## src/rtl/fixed_div_seq.sv

```systemverilog
// Sequential signed fixed-point divider: quotient = (a<<FRAC)/b, restoring radix-2, one bit per clock.
// Optional FIXED_DIV_ROUND_EN: extra guard iteration, quotient magnitude rounds half away from zero.
module fixed_div_seq #(
  parameter int WIDTH = 32,
  parameter int FRAC  = 16
) (
  input  logic             clk,
  input  logic             rst_n,
  input  logic             start,
  input  logic [WIDTH-1:0] a,
  input  logic [WIDTH-1:0] b,
  output logic             busy,
  output logic             done,
  output logic [WIDTH-1:0] quotient,
  output logic [WIDTH-1:0] remainder,
  output logic             div_by_zero,
  output logic             overflow
);

`ifdef FIXED_DIV_ROUND_EN
  localparam int RND = 1;
`else
  localparam int RND = 0;
`endif
  localparam int N  = WIDTH + FRAC;
  localparam int NI = N + RND;
  localparam int MW = N + 1;
  localparam int IW = $clog2(NI + 1);

  typedef enum logic [1:0] {S_IDLE, S_CALC, S_FIX} state_t;

  state_t           state_q, state_d;
  logic             sa_q, sa_d, sb_q, sb_d, bz_q, bz_d;
  logic [WIDTH-1:0] bmag_q, bmag_d;
  logic [NI-1:0]    dvd_q, dvd_d, mag_q, mag_d;
  logic [WIDTH-1:0] rem_q, rem_d;
  logic [IW-1:0]    iter_q, iter_d;
  logic             busy_q, busy_d, done_q, done_d, dz_q, dz_d, ov_q, ov_d;
  logic [WIDTH-1:0] quo_q, quo_d, rmd_q, rmd_d;

  // Operand magnitudes; 2^(WIDTH-1) is representable unsigned.
  logic [WIDTH-1:0] a_mag, b_mag;
  assign a_mag = a[WIDTH-1] ? (~a + 1'b1) : a;
  assign b_mag = b[WIDTH-1] ? (~b + 1'b1) : b;

  // Partial remainder stays below |b| <= 2^(WIDTH-1), so only the shifted trial needs WIDTH+1 bits.
  logic [WIDTH:0]   shifted;
  logic [WIDTH+1:0] diff;
  logic             qbit;
  logic             unused_diff;
  assign shifted     = {rem_q, dvd_q[NI-1]};
  assign diff        = {1'b0, shifted} - {2'b00, bmag_q};
  assign qbit        = ~diff[WIDTH+1];
  assign unused_diff = diff[WIDTH];

  logic [MW-1:0]    mag_r, lim;
  logic [WIDTH-1:0] mag_lo, fix_q, fix_r;
  logic             neg, ovf;

  always_comb begin
`ifdef FIXED_DIV_ROUND_EN
    mag_r = (mag_q >> 1) + MW'(mag_q[0]);
`else
    mag_r = MW'(mag_q);
`endif
    neg    = sa_q ^ sb_q;
    lim    = neg ? (MW'(1) << (WIDTH-1)) : ((MW'(1) << (WIDTH-1)) - MW'(1));
    ovf    = mag_r > lim;
    mag_lo = mag_r[WIDTH-1:0];
    if (ovf)      fix_q = neg ? {1'b1, {(WIDTH-1){1'b0}}} : {1'b0, {(WIDTH-1){1'b1}}};
    else if (neg) fix_q = ~mag_lo + 1'b1;
    else          fix_q = mag_lo;
    fix_r = sa_q ? (~rem_q + 1'b1) : rem_q;
  end

  always_ff @(posedge clk or negedge rst_n) begin
    if (!rst_n) state_q <= S_IDLE;
    else        state_q <= state_d;
  end

  always_comb begin
    state_d = state_q;
    case (state_q)
      S_IDLE:  if (start) state_d = (b == '0) ? S_FIX : S_CALC;
      S_CALC:  if (iter_q == IW'(NI-1)) state_d = S_FIX;
      S_FIX:   state_d = S_IDLE;
      default: state_d = S_IDLE;
    endcase
  end

  always_comb begin
    sa_d   = sa_q;
    sb_d   = sb_q;
    bz_d   = bz_q;
    bmag_d = bmag_q;
    dvd_d  = dvd_q;
    mag_d  = mag_q;
    rem_d  = rem_q;
    iter_d = iter_q;
    busy_d = busy_q;
    done_d = 1'b0;
    dz_d   = dz_q;
    ov_d   = ov_q;
    quo_d  = quo_q;
    rmd_d  = rmd_q;
    case (state_q)
      S_IDLE: if (start) begin
        sa_d   = a[WIDTH-1];
        sb_d   = b[WIDTH-1];
        bz_d   = (b == '0);
        bmag_d = b_mag;
        dvd_d  = NI'(a_mag) << (FRAC + RND);
        mag_d  = '0;
        rem_d  = '0;
        iter_d = '0;
        busy_d = 1'b1;
      end
      S_CALC: begin
        dvd_d  = dvd_q << 1;
        mag_d  = {mag_q[NI-2:0], qbit};
        // The guard iteration must not disturb the truncated-quotient remainder.
        if (iter_q != IW'(N)) rem_d = qbit ? diff[WIDTH-1:0] : shifted[WIDTH-1:0];
        iter_d = iter_q + 1'b1;
      end
      S_FIX: begin
        busy_d = 1'b0;
        done_d = 1'b1;
        if (bz_q) begin
          quo_d = '0;
          rmd_d = '0;
          dz_d  = 1'b1;
          ov_d  = 1'b0;
        end else begin
          quo_d = fix_q;
          rmd_d = fix_r;
          dz_d  = 1'b0;
          ov_d  = ovf;
        end
      end
      default: ;
    endcase
  end

  always_ff @(posedge clk or negedge rst_n) begin
    if (!rst_n) begin
      sa_q   <= 1'b0;
      sb_q   <= 1'b0;
      bz_q   <= 1'b0;
      bmag_q <= '0;
      dvd_q  <= '0;
      mag_q  <= '0;
      rem_q  <= '0;
      iter_q <= '0;
      busy_q <= 1'b0;
      done_q <= 1'b0;
      dz_q   <= 1'b0;
      ov_q   <= 1'b0;
      quo_q  <= '0;
      rmd_q  <= '0;
    end else begin
      sa_q   <= sa_d;
      sb_q   <= sb_d;
      bz_q   <= bz_d;
      bmag_q <= bmag_d;
      dvd_q  <= dvd_d;
      mag_q  <= mag_d;
      rem_q  <= rem_d;
      iter_q <= iter_d;
      busy_q <= busy_d;
      done_q <= done_d;
      dz_q   <= dz_d;
      ov_q   <= ov_d;
      quo_q  <= quo_d;
      rmd_q  <= rmd_d;
    end
  end

  assign busy        = busy_q;
  assign done        = done_q;
  assign quotient    = quo_q;
  assign remainder   = rmd_q;
  assign div_by_zero = dz_q;
  assign overflow    = ov_q;

endmodule

```

## config.mk

```make
export PLATFORM = sky130hd
export DESIGN_NAME = fixed_div_seq
export DESIGN_NICKNAME = d
export VERILOG_FILES = /design/src/rtl/fixed_div_seq.sv
export SDC_FILE = /design/constraint.sdc
export NUM_CORES = 1
export LEC_CHECK = 0
export ABC_AREA = 1
export CAP_MARGIN = 20
export CORE_MARGIN = 3
export CORE_UTILIZATION = 50
export CTS_CLUSTER_SIZE = 40
export DETAILED_ROUTE_END_ITERATION = 8
export PLACE_DENSITY = 0.69
export REMOVE_ABC_BUFFERS = 1
export SETUP_SLACK_MARGIN = 0.05
export SYNTH_ARGS = -nofsm -noshare
export SYNTH_HDL_FRONTEND = slang
export SYNTH_SLANG_ARGS = --single-unit
```

## constraint.sdc

```tcl
create_clock -name clk -period 7.77 [get_ports clk]
set_input_delay 1.1655 -clock clk [delete_from_list [all_inputs] [get_ports clk]]
set_output_delay 1.1655 -clock clk [all_outputs]
set_load 0.02 [all_outputs]
```

# Word level (Yosys, flattened, before mapping)
# Index checks and enable logic that the tools add are counted.
# totals
reg_bits	239
in_bits	67
output_inout_bits	68
elab_cells	72
# classes
add_sub_neg	6
order_cmp	1
n_eq_ne	7
muxes	28
bitwise_logic	6
n_reduce_logical	9
# ops
cell	count
$mux W32	12
$pmux W48 S2	2
$add A32 B1 Y32 const B	4
$not A32 Y32	4
$mux W48	2
$pmux W32 S2	1
$gt A48 B32 Y1	1
$sub A33 B32 Y34	1
$logic_not A32 Y1	1
$pmux W6 S2	1
$reduce_and A2 Y1	4
$add A6 B1 Y6 const B	1
$eq A6 B6 Y1 const B	1
$mux W2	3
$mux W6	1
$ne A2 B2 Y1 const B	3
$ne A6 B6 Y1 const B	1
$mux W1	4
$pmux W2 S2	1
$reduce_bool A2 Y1	2
$reduce_and A3 Y1	1
$eq A2 B1 Y1 const B	1
$eq A2 B2 Y1 const B	1
$logic_not A2 Y1	1
3 further kinds	3

# Depth between registers and ports, before layout
# depth
ltp_word	5
depth_mapped	19
depth_no_buf	16

# Worst setup path before layout
# OpenSTA, ideal clock, no wires.
# synth_path
path_kind	reg-to-reg
start	register sa_q
end	register quo_q[22], in the netlist quotient[22]
setup_ns	0.118
t_arrival_ns	3.048
required_time_ns	7.652
slack_ns	4.604
stages_incl_launch_ff	20
n_path_buf	3
synth_period_minus_slack_ns	3.166
cell_sequence	dfrtp_1 inv_2 buf_6 nand2_1 nand2_1 clkbuf_1 ha_1 nand2_1 inv_1 nand2_1 nand2_1 a21oi_1 nor2_1 nor2_1 nand3_2 nand2_2 buf_4 nand2_1 nand3_1 nand2_1
# synth_via
elab_chain_len	5
elab_cells_between_ends	7
classes_between	order compare (1); mux (5); bitwise (1)
# synth_lines
element	line	source
start, declared	33	logic sa_q, sa_d, sb_q, sb_d, bz_q, bz_d;
start signal, assigned	146	sa_q <= 1'b0;
start signal, assigned	161	sa_q <= sa_d;
$xor A1 B1 Y1 *	66	neg = sa_q ^ sb_q;
$mux W32	67, 70	
$gt A48 B32 Y1	68	ovf = mag_r > lim;
$mux W32 *	70	if (ovf) fix_q = neg ? {1'b1, {(WIDTH-1){1'b0}}} : {1'b0, {(WIDTH-1){1'b1}}};
$mux W32 *	128	if (bz_q) begin
end signal, assigned	173	quo_q <= quo_d;
end, declared	39	logic [WIDTH-1:0] quo_q, quo_d, rmd_q, rmd_d;
# Mark *: on every way between the ends. The rest lies on a longest branch, timed or not.
# A chain may end at the register's enable or synchronous reset.

# Final worst setup path
# layout_path
start	register sa_q
end	register quo_q[11], in the netlist quotient[11]
# Same word-level chain as after synthesis.

==> metrics.cfg <==
[critical_path]
criticalPathCategory = flip-flop to flip-flop
critPathMaxFanout = 53
start_kind = flip-flop
required_ns = 8.20
cp.arrival_ns = 4.59
endpoint_kind = flip-flop

[yosys]
synth.distinct_cells = 48
synth_top_area_share_pct = 36.2
synth_xor_area_share_pct = 4.15
yosys.area_share.simple_pct = 32.4
netlist_area_sq_mm = 0.0154
seq_area_frac_synth_pct = 36.2
yosys.area.top_type = dfrtp_1
synth_top_family_by_area = simple AND/OR/NAND/NOR gates
yosys-top-cells-area = dfrtp_1 36%, nand2_1 15%, nand3_1 6.8%, inv_1 6.7%, ha_1 5.5%
synth_area_per_cell_sq_um = 6.87
synth_seq_cells = 223
synth_compound_area_share_pct = 12.6
synthAdderAreaFrac_pct = 5.65
synthCells = 2242
yosys_warnings = 0
synth.area.mux_share_pct = 0

[cells_and_area]
fillers = 2899
area_growth_pct = 15.9
fin_nets = 2475
multi_input_area_sq_mm = 0.00846
n_antenna_cell = 0
drive_gt1_share_pct = 3.48
register_area_sq_mm = 0.00558
postLayoutCoreUtil_pct = 59.5

[sta]
tns_ns = 0
slew-limit-headroom_pct = 35.5
fmax_mhz = 240
fin_crit_ns = 4.16
hold_slack_ns = 0.476
hold_viol = 0
setup_viol = 0
worst_slew_pin_slew_ns = 0.967
post-route-period-util_pct = 53.5
drv_slew = 0
rsz0062_at_grt = no
fin_skew_ns = 0.0290

[die]
die_w_um = 182
start_util_pct = 51.3
num_rows = 63
ios = 135
core_sq_mm = 0.0300
die_h_um = 182
die_area_sq_mm = 0.0330

[clock_network]
cts.sinks = 223
root_buffer = clkbuf_16
cts.htree.levels = 1
path_clk_slew_ns = 0.06
post_cts_buffers = 0
cts_tree = yes
cts_buffers = 25
cts-resized-gates = 0
clockBufferDepth = 3
clk_latency_ns = 0.55
ctsHoldBuffers = 0

[detailed_routing]
wl_per_cell_um = 15.9
drc = 0
vias = 15100
drt-total-wl_um = 43600
drt_iter0_markers = 1265
avgViaCountPerCell = 5.51
ant_nets = 0
drt_first_pass_iters = 6

[global_routing]
antenna_found_initial = 0
grt_pass1_vias = 14200
grt_start_max_net_pins = 119
grt_pass1_wl_um = 72800
track_usage_pct = 26.3
overflow = 0

[placement]
portBuffers = 134
dp_hpwl_um = 32800
gp_congestion = 0.935

[job]
max_cap_violations = 0

[min_path]
hp-class = flip-flop to flip-flop

[outcome]
status = completed

==> cell usage in the layout (no fill, tap or decap), types with 6 or more instances in the layout <==
master           instances
nand3b_1                10
xnor2_1                 23
o21ai_0                143
dfrtp_1                223
clkbuf_16               25
buf_4                   15
nand3_1                208
ha_1                    68
or2_2                    6
xor2_1                  50
a22oi_1                 27
nand4_1                 57
nor3_1                  31
a21oi_1                 74
nand2_1                631
nor2_1                 203
clkdlybuf4s50_1        133
inv_1                  275
o22ai_1                 54
o21ai_1                 17
==> critical path: stages (launching register included) <==
cell	delay, ns
dfrtp_1	0.97
inv_2	0.34
nand2_1	0.20
nand2_2	0.17
buf_12	0.24
ha_1	0.34
nand2_1	0.06
nor2_1	0.17
and3_1	0.17
nand2_1	0.05
nor2_1	0.11
nand2_1	0.07
nand3_2	0.09
nand3_1	0.43
buf_4	0.40
nand3_1	0.11
nand2_1	0.07
==> worst paths after layout <==
check / from / to / slack, ns / depth (start not counted)
max: sa_q / quotient[11] / 3.61 / 16
min: quotient[9] / quotient[9] / 0.48 / 2
max reg2reg: sa_q / quotient[11] / 3.61 / 16
min reg2reg: quotient[9] / quotient[9] / 0.48 / 2
max in group asynchronous: rst_n / rem_q[4] / 5.74 / 2
min in group asynchronous: rst_n / mag_q[12] / 0.69 / 1
==> final cells by class <==
type	count	share of cell area [%]
Clock buffer	35	3.99
Clock inverter	9	0.567
Multi-Input combinational cell	1660	47.3
Timing Repair Buffer	150	8.28
Tap cell	390	2.73
Sequential cell	223	31.2
Inverter	279	5.86
==> cell usage after synthesis, drive strengths merged <==
library cell	instances
nand2	634
inv	278
dfrtp	223
nand3	211
nor2	211
o21ai	160
a21oi	75
ha	68
nand4	57
clkbuf	55
o22ai	54
xor2	50
nor3	33
a22oi	27
buf	25
xnor2	23
nand3b	10
or2	6
nor4	5
a21o	4
a32o	4
o31ai	4
a31oi	3
o211ai	3
o21a	3
a21boi	2
and2	2
and3	2
or3	2
a211oi	1
clkinv	1
fa	1
nor3b	1
o2111ai	1
o21bai	1
o221ai	1
o311ai	1
==> registers in the layout, indices dropped and copies added, names as in the netlist, 2 cells and up <==
name / flops
rem_q: 32
remainder: 32
bmag_q: 32
state_q: 2
dvd_q: 32
quotient: 32
iter_q: 6
mag_q: 48
==> routing by layer <==
metal	track usage (%)	vias up	share of wire (%)
li1	-	7569	-
met1	41.3	6985	49
met2	39.1	525	42
met3	3.35	55	6.9
met4	4.91	0	1.5
met5	0	-	0
==> cell families after synthesis <==
family / Yosys count
AND/OR/NAND/NOR: 1174
AO/OA/AOI/OAI: 344
adder cells (fa/ha/maj): 69
buffers and inverters: 359
XOR/XNOR: 73
flip-flops: 223
==> per-stage QoR <==
step / instances / setup WS, ns / cell area [sq um]
after floorplan: 2162 / 3.07 / 15100
after global placement: 2701 / 3.25 / 17000
after detailed placement: 2701 / 3.14 / 17000
after CTS: 2745 / 3.11 / 17800
after global routing: 2746 / 3.18 / 17900
final: 2746 / 3.61 / 17900
Power is not shown: default switching activity piles up to over one toggle a cycle in this logic, so the estimate is an artifact.
